## config.mk

```make
export PLATFORM = sky130hd
export DESIGN_NAME = pipelined_adder
export DESIGN_NICKNAME = d
export VERILOG_FILES = /design/src/rtl/pipelined_adder.sv
export SDC_FILE = /design/constraint.sdc
export NUM_CORES = 1
export LEC_CHECK = 0
export CORE_MARGIN = 1.5
export CORE_UTILIZATION = 60
export CTS_CLUSTER_DIAMETER = 100
export CTS_CLUSTER_SIZE = 10
export DETAILED_ROUTE_END_ITERATION = 6
export DONT_BUFFER_PORTS = 1
export GPL_ROUTABILITY_DRIVEN = 1
export PLACE_DENSITY = 0.75
export SETUP_SLACK_MARGIN = 0.4
export SLEW_MARGIN = 40
export SYNTH_ARGS = -nofsm -noshare
export SYNTH_HDL_FRONTEND = slang
export SYNTH_SLANG_ARGS = --single-unit
```

## constraint.sdc

```tcl
create_clock -name clk -period 8.1 [get_ports clk]
set_input_delay 1.215 -clock clk [delete_from_list [all_inputs] [get_ports clk]]
set_output_delay 1.215 -clock clk [all_outputs]
set_load 0.01 [all_outputs]
```

## src/rtl/pipelined_adder.sv

```systemverilog
// Pipelined add/subtract unit: WIDTH-bit operation split into STAGES chunks,
// one chunk resolved per stage with the carry registered between stages.
// Global stall: every stage holds while the output is valid and not taken.
// Optional macro PIPELINED_ADDER_OVF_EN adds a registered signed-overflow
// output (out_ovf) aligned with out_sum.
`default_nettype none

module pipelined_adder #(
  parameter int WIDTH  = 32,
  parameter int STAGES = 4
) (
  input  logic             clk,
  input  logic             rst,
  input  logic             in_valid,
  output logic             in_ready,
  input  logic [WIDTH-1:0] in_a,
  input  logic [WIDTH-1:0] in_b,
  input  logic             in_cin,
  input  logic             in_sub,
  output logic             out_valid,
  input  logic             out_ready,
  output logic [WIDTH-1:0] out_sum,
  output logic             out_cout
`ifdef PIPELINED_ADDER_OVF_EN
  ,
  output logic             out_ovf
`endif
);

  localparam int CHUNK = WIDTH / STAGES;

  logic             stall;
  logic             adv;
  logic [WIDTH-1:0] b_eff;
  logic             cin_eff;

  // Subtract is A + ~B + 1; in_cin only matters in add mode.
  assign b_eff    = in_sub ? ~in_b : in_b;
  assign cin_eff  = in_sub | in_cin;
  assign stall    = out_valid & ~out_ready;
  assign adv      = ~stall;
  assign in_ready = ~stall & ~rst;

  // Stage k register q packs {pending B, pending A, resolved sum}; the pending
  // fields shrink by one chunk per stage, so the final stage holds only the sum.
  for (genvar k = 0; k < STAGES; k++) begin : g_stage
    localparam int LO  = k * CHUNK;
    localparam int REM = WIDTH - LO;
    localparam int QW  = 2 * WIDTH - (k + 1) * CHUNK;

    logic [QW-1:0]    q;
    logic [QW-1:0]    q_d;
    logic             v;
    logic             c;
    logic             v_in;
    logic             c_in;
    logic [CHUNK-1:0] a_ch;
    logic [CHUNK-1:0] b_ch;
    logic [CHUNK:0]   add;

    assign add = {1'b0, a_ch} + {1'b0, b_ch} + {{CHUNK{1'b0}}, c_in};

    if (k == 0) begin : g_first
      assign v_in = in_valid;
      assign c_in = cin_eff;
      assign a_ch = in_a[CHUNK-1:0];
      assign b_ch = b_eff[CHUNK-1:0];
      if (STAGES == 1) begin : g_only
        assign q_d = add[CHUNK-1:0];
      end else begin : g_fwd
        assign q_d = {b_eff[WIDTH-1:CHUNK], in_a[WIDTH-1:CHUNK], add[CHUNK-1:0]};
      end
    end else begin : g_next
      logic [LO-1:0]  sum_prev;
      logic [REM-1:0] a_prev;
      logic [REM-1:0] b_prev;
      assign sum_prev = g_stage[k-1].q[LO-1:0];
      assign a_prev   = g_stage[k-1].q[LO +: REM];
      assign b_prev   = g_stage[k-1].q[LO+REM +: REM];
      assign v_in     = g_stage[k-1].v;
      assign c_in     = g_stage[k-1].c;
      assign a_ch     = a_prev[CHUNK-1:0];
      assign b_ch     = b_prev[CHUNK-1:0];
      if (k == STAGES - 1) begin : g_last
        assign q_d = {add[CHUNK-1:0], sum_prev};
      end else begin : g_fwd
        assign q_d = {b_prev[REM-1:CHUNK], a_prev[REM-1:CHUNK], add[CHUNK-1:0], sum_prev};
      end
    end

    // Stage register: advances with the whole pipe, holds on stall.
    always_ff @(posedge clk or posedge rst) begin
      if (rst) begin
        v <= 1'b0;
        c <= 1'b0;
        q <= '0;
      end else if (adv) begin
        v <= v_in;
        c <= add[CHUNK];
        q <= q_d;
      end
    end

    if (k == STAGES - 1) begin : g_out
      assign out_valid = v;
      assign out_sum   = q;
      assign out_cout  = c;
`ifdef PIPELINED_ADDER_OVF_EN
      logic ovf_q;
      logic ovf_d;
      // Carry into the MSB is recovered from the MSB sum bit and operand bits.
      assign ovf_d = add[CHUNK-1] ^ a_ch[CHUNK-1] ^ b_ch[CHUNK-1] ^ add[CHUNK];
      // Overflow flag travels with the final-stage result.
      always_ff @(posedge clk or posedge rst) begin
        if (rst)      ovf_q <= 1'b0;
        else if (adv) ovf_q <= ovf_d;
      end
      assign out_ovf = ovf_q;
`endif
    end
  end

endmodule

`default_nettype wire

```

==> metrics.md, run 1 <==
| Metric | Value |
|---|---|
| Syn Nets | 1020 |
| Minimum clock period | 3.25 ns |
| Initial antenna violation count | 0 |
| Setup bufs post-CTS | 0 |
| Initial core utilization | 61.9% |
| FF+latch count, synth | 184 |
| Gr ovfl total | 0 |
| Leakage power | 4.48 nW |
| Initial DRC count | 488 |
| Worst Skew | 0.00596 ns |
| Drt total wl | 15.5 mm |
| Area grow syn2layout | 8.23% |
| Vias | 5673 |
| Inserted Clock Buffers | 17 |
| Critical path's top delay family | simple AND/OR/NAND/NOR gates |
| FP Rows | 42 |
| Buffer and inverter count on the worst path | 0 |
| Sink Count | 184 |
| Critical Path Max Stage Delay | 0.63 ns |
| Synth Flop Type | dfrtp_1 |
| Global-route wire length before repair | 25.8 mm |
| Peak VDD IR | 0.239 mV |
| Required @ worst endpoint | 6.88 ns |
| Slew of the pin with the lowest slew margin | 0.817 ns |
| CTS tree | built |
| Multi-input gate area | 3450 sq um |
| First drt pass iteration count | 5 |
| Mapped Cells | 914 |
| I/O pins | 105 |
| Top-count cell post-synth | nand2_1 |
| Maxcap violations | 0 |
| All-Layer GR Usage | 22.7% |
| Synthesized area per cell | 9.04 sq um |
| CP max-delay cell | nor2b_4 |
| Fmax | 0.308 GHz |
| Post-synth top cells | nand2_1, dfrtp_1, o21ai_0, ha_1, xnor2_1 |
| GP Congestion | 0.842 |
| Diode count | 0 |
| Detailed placement HPWL | 10.4 mm |
| RSZ-0062 raised after global routing | false |
| Number of global-route vias before repair | 5445 |
| Mean number of vias per cell | 5.25 |
| Cell taking the most area after synthesis | dfrtp_1 |
| Worst hold slack | 0.467 ns |
| Post-synth cell types | 28 |
| Post-synth top area share | 55.7% |
| Critical path startpoint category | input pin |
| Pre-CTS setup slack | 4.77 ns |
| Share of cells above drive strength 1 | 4.42% |
| Fill cell count | 1066 |
| CP arrival | 2.03 ns |
| Syn. warnings | 0 |
| Total power | 0.00363 W |
| Clock Path Buffers | 2 |
| Outcome | finished, final reports clean |
| Post-CTS sizing | 0 |
| Largest net degree at the start of global routing | 115 |
| CTS HTree Levels | 4 |
| Register area | 4600 sq um |
| Hold-fix buffers, CTS | 0 |
| Setup-failing EPs final | 0 |
| Final setup margin | 4.85 ns |
| I/O Buffers | 0 |
| Clock-pin slew on the worst setup and hold paths | 0.06 ns |
| Synth Cell Area | 8270 sq um |
| Die Wd | 120 um |
| Die Y | 120 um |
| Drt wl/cell | 14.3 um |
| P per Cell Area | 406 nW/um^2 |
| Tightest Hold Check Type | register to register |
| Sequential element share of the synthesized area | 55.7% |
| Die area | 14500 sq um |
| Worst Setup End Kind | output pin |
| Largest fanout on the critical path | 37 |
| Nets | 998 |
| Fin. Hold Viols | 0 |
| Worst-Skew Late Latency | 0.43 ns |
| DP Area | 8350 sq um |
| Ordered list of cells on the worst path | nor2b_4, nor2_1 |
| Root buf cell | clkbuf_16 |
| Post-synth EDFFs | 0 |
| Area contributors post-synth | dfrtp_1, nand2_1, ha_1 |
| Critical path class | input pin to output pin |
| Setup TNS | 0 ns |
| Fraction of registers with async set/reset | 100% |
| Slew HR | 45.4% |
| Residual DRC count | 0 |
| Post-route cell area | 8950 sq um |
| Core area | 13300 sq um |
| Slew Limit Fails | 0 |
| Final ANT Viol Nets | 0 |
| Fin crit share | 40.1% |
[kinds of logic (layout without fill, tap and decap cells)]
kind of cell	after synthesis	after routing	share of synthesized area [%]
fa+ha+maj	36	36	6.18
simple gates	478	478	22.4
flops	184	184	55.7
xor+xnor	49	49	5.19
compound gates	112	112	7.75
buf+inv	55	45	2.80
[registers in the layout (all words and copies together) (netlist names)]
name / flops
g_stage.q: 144
out_valid: 1
out_cout: 1
out_sum: 32
g_stage.c: 3
g_stage.v: 3
[power by group]
| group | switching (W) | internal, W | total [W] |
|---|---|---|---|
| clock network | 0.000327 | 0.000482 | 0.000808 |
| logic | 0.000718 | 0.000472 | 0.00119 |
| registers | 0.000304 | 0.00133 | 0.00163 |
[worst paths after layout]
| kind | start | end | slack (ns) | cells after the start |
|---|---|---|---|---|
| worst max-delay path | out_ready | in_ready | 4.85 | 2 |
| worst min-delay path | g_stage[1].q[46] | g_stage[1].q[46] | 0.47 | 2 |
| worst max register to register | g_stage[2].q[24] | out_sum[30] | 5.73 | 7 |
| worst min register to register | g_stage[1].q[46] | g_stage[1].q[46] | 0.47 | 2 |
| max in group asynchronous | rst | g_stage[2].q[1] | 6.37 | 2 |
| min in group asynchronous | rst | g_stage[0].q[29] | 0.66 | 1 |
[cell type report]
cell class | instances | share of cell area, %
Sequential cell | 184 | 51.5
Multi-Input combinational cell | 675 | 38.5
Clock buffer | 22 | 5.41
Tap cell | 176 | 2.46
Clock inverter | 9 | 1.09
Inverter | 10 | 0.559
Timing Repair Buffer | 4 | 0.503
[worst min-delay path, cell delays in order (launching register included)]
cell and delay [ns]:
dfrtp_1 0.34, nand2_1 0.05, nand2_1 0.05
[stage by stage]
| stage | instances | utilization [%] |
|---|---|---|
| after floorplan | 914 | - |
| after global placement | 1049 | 62.5 |
| after detailed placement | 1049 | 62.6 |
| after CTS | 1080 | 66.9 |
| after global routing | 1080 | 67.0 |
| final | 1080 | 67.0 |
[cell usage in the layout (no fill, tap or decap), types with 2 or more instances in the layout]
cell type and instances:
nand2b_1 4, a21o_1 6, nor2b_4 2, clkinv_2 6, a211oi_1 10, xor2_1 22
o21ai_0 61, nand2_1 439, buf_6 4, or2_2 2, fa_1 8, clkbuf_8 4
o21bai_1 4, bufinv_16 2, dfrtp_1 184, xnor2_1 27, ha_1 28, nor2_1 14
nor3_1 11, a31oi_1 4, or3_1 4, o211ai_1 4, inv_1 9, a21oi_1 19
clkbuf_16 17
[layer usage]
metal	up-vias	track usage, %	wire, um
met2	143	32.2	6700
met1	2657	34.3	7620
met3	11	6.56	954
li1	2862	-	-
met5	-	0	0
met4	0	6.84	178
(Power assumes the default switching activity.)
==> inputs of run 2 (changes only) <==
- clock period: 8.1 -> 3.15 ns (I/O delays scaled with it)
==> metrics.md, run 2 (synthesis results as in run 1) <==
| Metric | Value |
|---|---|
| Setup TNS | 0 ns |
| Fin crit share | 73.3% |
| I/O pins | 105 |
| Min-Delay Path Depth | 2 |
| Switching share of power | 36.3% |
| First drt pass iteration count | 5 |
| Setup-failing EPs final | 0 |
| Drt total wl | 15.9 mm |
| CTS tree | built |
| Final ANT Viol Nets | 0 |
| Top reg by flops | g_stage.q |
| Fmax | 0.433 GHz |
| Root buf cell | clkbuf_16 |
| Met3 Use GR | 5.94% |
| Worst Setup End Kind | register |
| All-Layer GR Usage | 24.0% |
| Final core occ | 68.3% |
| Setup bufs post-CTS | 0 |
| Maxcap violations | 0 |
| Internal Power | 0.00613 W |
| Slew of the pin with the lowest slew margin | 0.500 ns |
| Mean number of vias per cell | 5.37 |
| Leakage power | 4.55 nW |
| CTS HTree Levels | 4 |
| Sink Count | 184 |
| Sequential share of power | 43.7% |
| Clock power share | 23.7% |
| Die area | 14500 sq um |
| I/O Buffers | 0 |
| Area grow syn2layout | 10.3% |
| Fin. Hold Viols | 0 |
| Tightest Hold Check Type | input pin to register |
| GP Congestion | 0.890 |
| Peak VDD IR | 0.839 mV |
| Largest fanout on the critical path | 3 |
| Met1 Usage GRT | 35.1% |
| Required @ worst endpoint | 3.43 ns |
| Share of cells above drive strength 1 | 4.73% |
| Slew HR | 66.7% |
| Inserted Clock Buffers | 17 |
| Diode count | 0 |
| Initial DRC count | 495 |
| FP Rows | 42 |
| Largest net degree at the start of global routing | 130 |
| Critical path class | register to register |
| Total power | 0.00962 W |
| Die Y | 120 um |
| Outcome | finished, final reports clean |
| Net Sw Power | 0.00349 W |
| Minimum clock period | 2.31 ns |
| Worst reg2reg path depth | 7 |
| Gr ovfl total | 0 |
| Die Wd | 120 um |
| Drt wl/cell | 14.7 um |
| Max reg flops | 144 |
| Detailed placement HPWL | 10.8 mm |
| Core area | 13300 sq um |
| Vias | 5828 |
| Slew Limit Fails | 0 |
| Fill cell count | 1035 |
| Worst Skew | 0.00757 ns |
| CP arrival | 2.59 ns |
| RSZ-0062 raised after global routing | false |
| Global-route wire length before repair | 27.5 mm |
| GR peak layer | met2 |
| Critical path startpoint category | register |
| Worst-Skew Late Latency | 0.42 ns |
| M2 GR Usage | 35.3% |
| Initial antenna violation count | 0 |
| Most common cell after layout, fill and taps aside | nand2_1 |
| Commonest non-fill, non-tap cells in the layout | nand2_1, dfrtp_1, o21ai_0 |
| Clock-pin slew on the worst setup and hold paths | 0.06 ns |
| Number of global-route vias before repair | 5801 |
| Clock Path Buffers | 2 |
| Nets | 1003 |
| Logic gate share of total power | 32.6% |
| Initial core utilization | 61.9% |
| P per Cell Area | 1050 nW/um^2 |
| Residual DRC count | 0 |
==> run 2: cell types whose count changed in the layout (fill, tap and decap cells not counted), moves of 2 or more <==
cell,delta
clkbuf_1,+3
bufinv_16,+3
buf_6,-4
clkinv_2,-2
clkbuf_8,-2
buf_12,+6
==> run 2: final cells by class <==
cell class / instances / area [sq um] / area share (%)
inverter: 10 / 41.3 / 0.453
sequential: 184 / 4600 / 50.5
multi-input combinational: 675 / 3450 / 37.8
clock inverter: 9 / 170 / 1.87
tap: 176 / 220 / 2.42
timing repair buffer: 9 / 165 / 1.81
clock buffer: 23 / 468 / 5.13
==> run 2: through the flow <==
step	instance area (sq um)	cells	worst slack, ns	hold WS (ns)
after floorplan	8280	914	0.313	0.430
after global placement	8420	1051	0.632	0.447
after detailed placement	8470	1053	0.572	0.397
after CTS	9120	1086	0.846	0.148
after global routing	9120	1086	0.675	0.159
final	9120	1086	0.842	0.165
==> run 2: critical path: stages, from the launching register on <==
cell      delay [ns]
dfrtp_1         0.40
fa_1            0.50
fa_1            0.43
a21oi_1         0.24
o211ai_1        0.13
a21oi_1         0.22
xor2_1          0.16
o21ai_0         0.09
==> run 2: what timing repair did <==
action	CTS	global route
hold buffers	1	0
endpoints found under the setup margin	0	0
hold endpoints to repair	20	0
gates resized for setup	0	0
==> run 2: metal layers <==
layer	part of all wire, %	up-vias
met3	5.9	23
met2	45	152
met5	0	-
met1	48	2774
met4	1.6	0
li1	-	2879
==> run 2: path summary, 6_finish.rpt <==
path	from	end	slack, ns
max reg2reg	g_stage[2].q[24]	out_sum[30]	0.84
min reg2reg	g_stage[1].q[1]	g_stage[1].q[1]	0.47
min	in_valid	g_stage[0].v	0.17
max	g_stage[2].q[24]	out_sum[30]	0.84
min in group asynchronous	rst	g_stage[1].q[30]	0.56
max in group asynchronous	rst	g_stage[0].q[36]	1.67
==> run 2: power groups by stage <==
stage | logic [W] | registers, W | clock network (W)
CTS | 0.00315 | 0.00421 | 0.00232
finish | 0.00314 | 0.00420 | 0.00228
global route | 0.00364 | 0.00434 | 0.00242
global placement | 0.00291 | 0.00419 | 0
floorplan | 0.00249 | 0.00401 | 0
detailed placement | 0.00310 | 0.00424 | 0
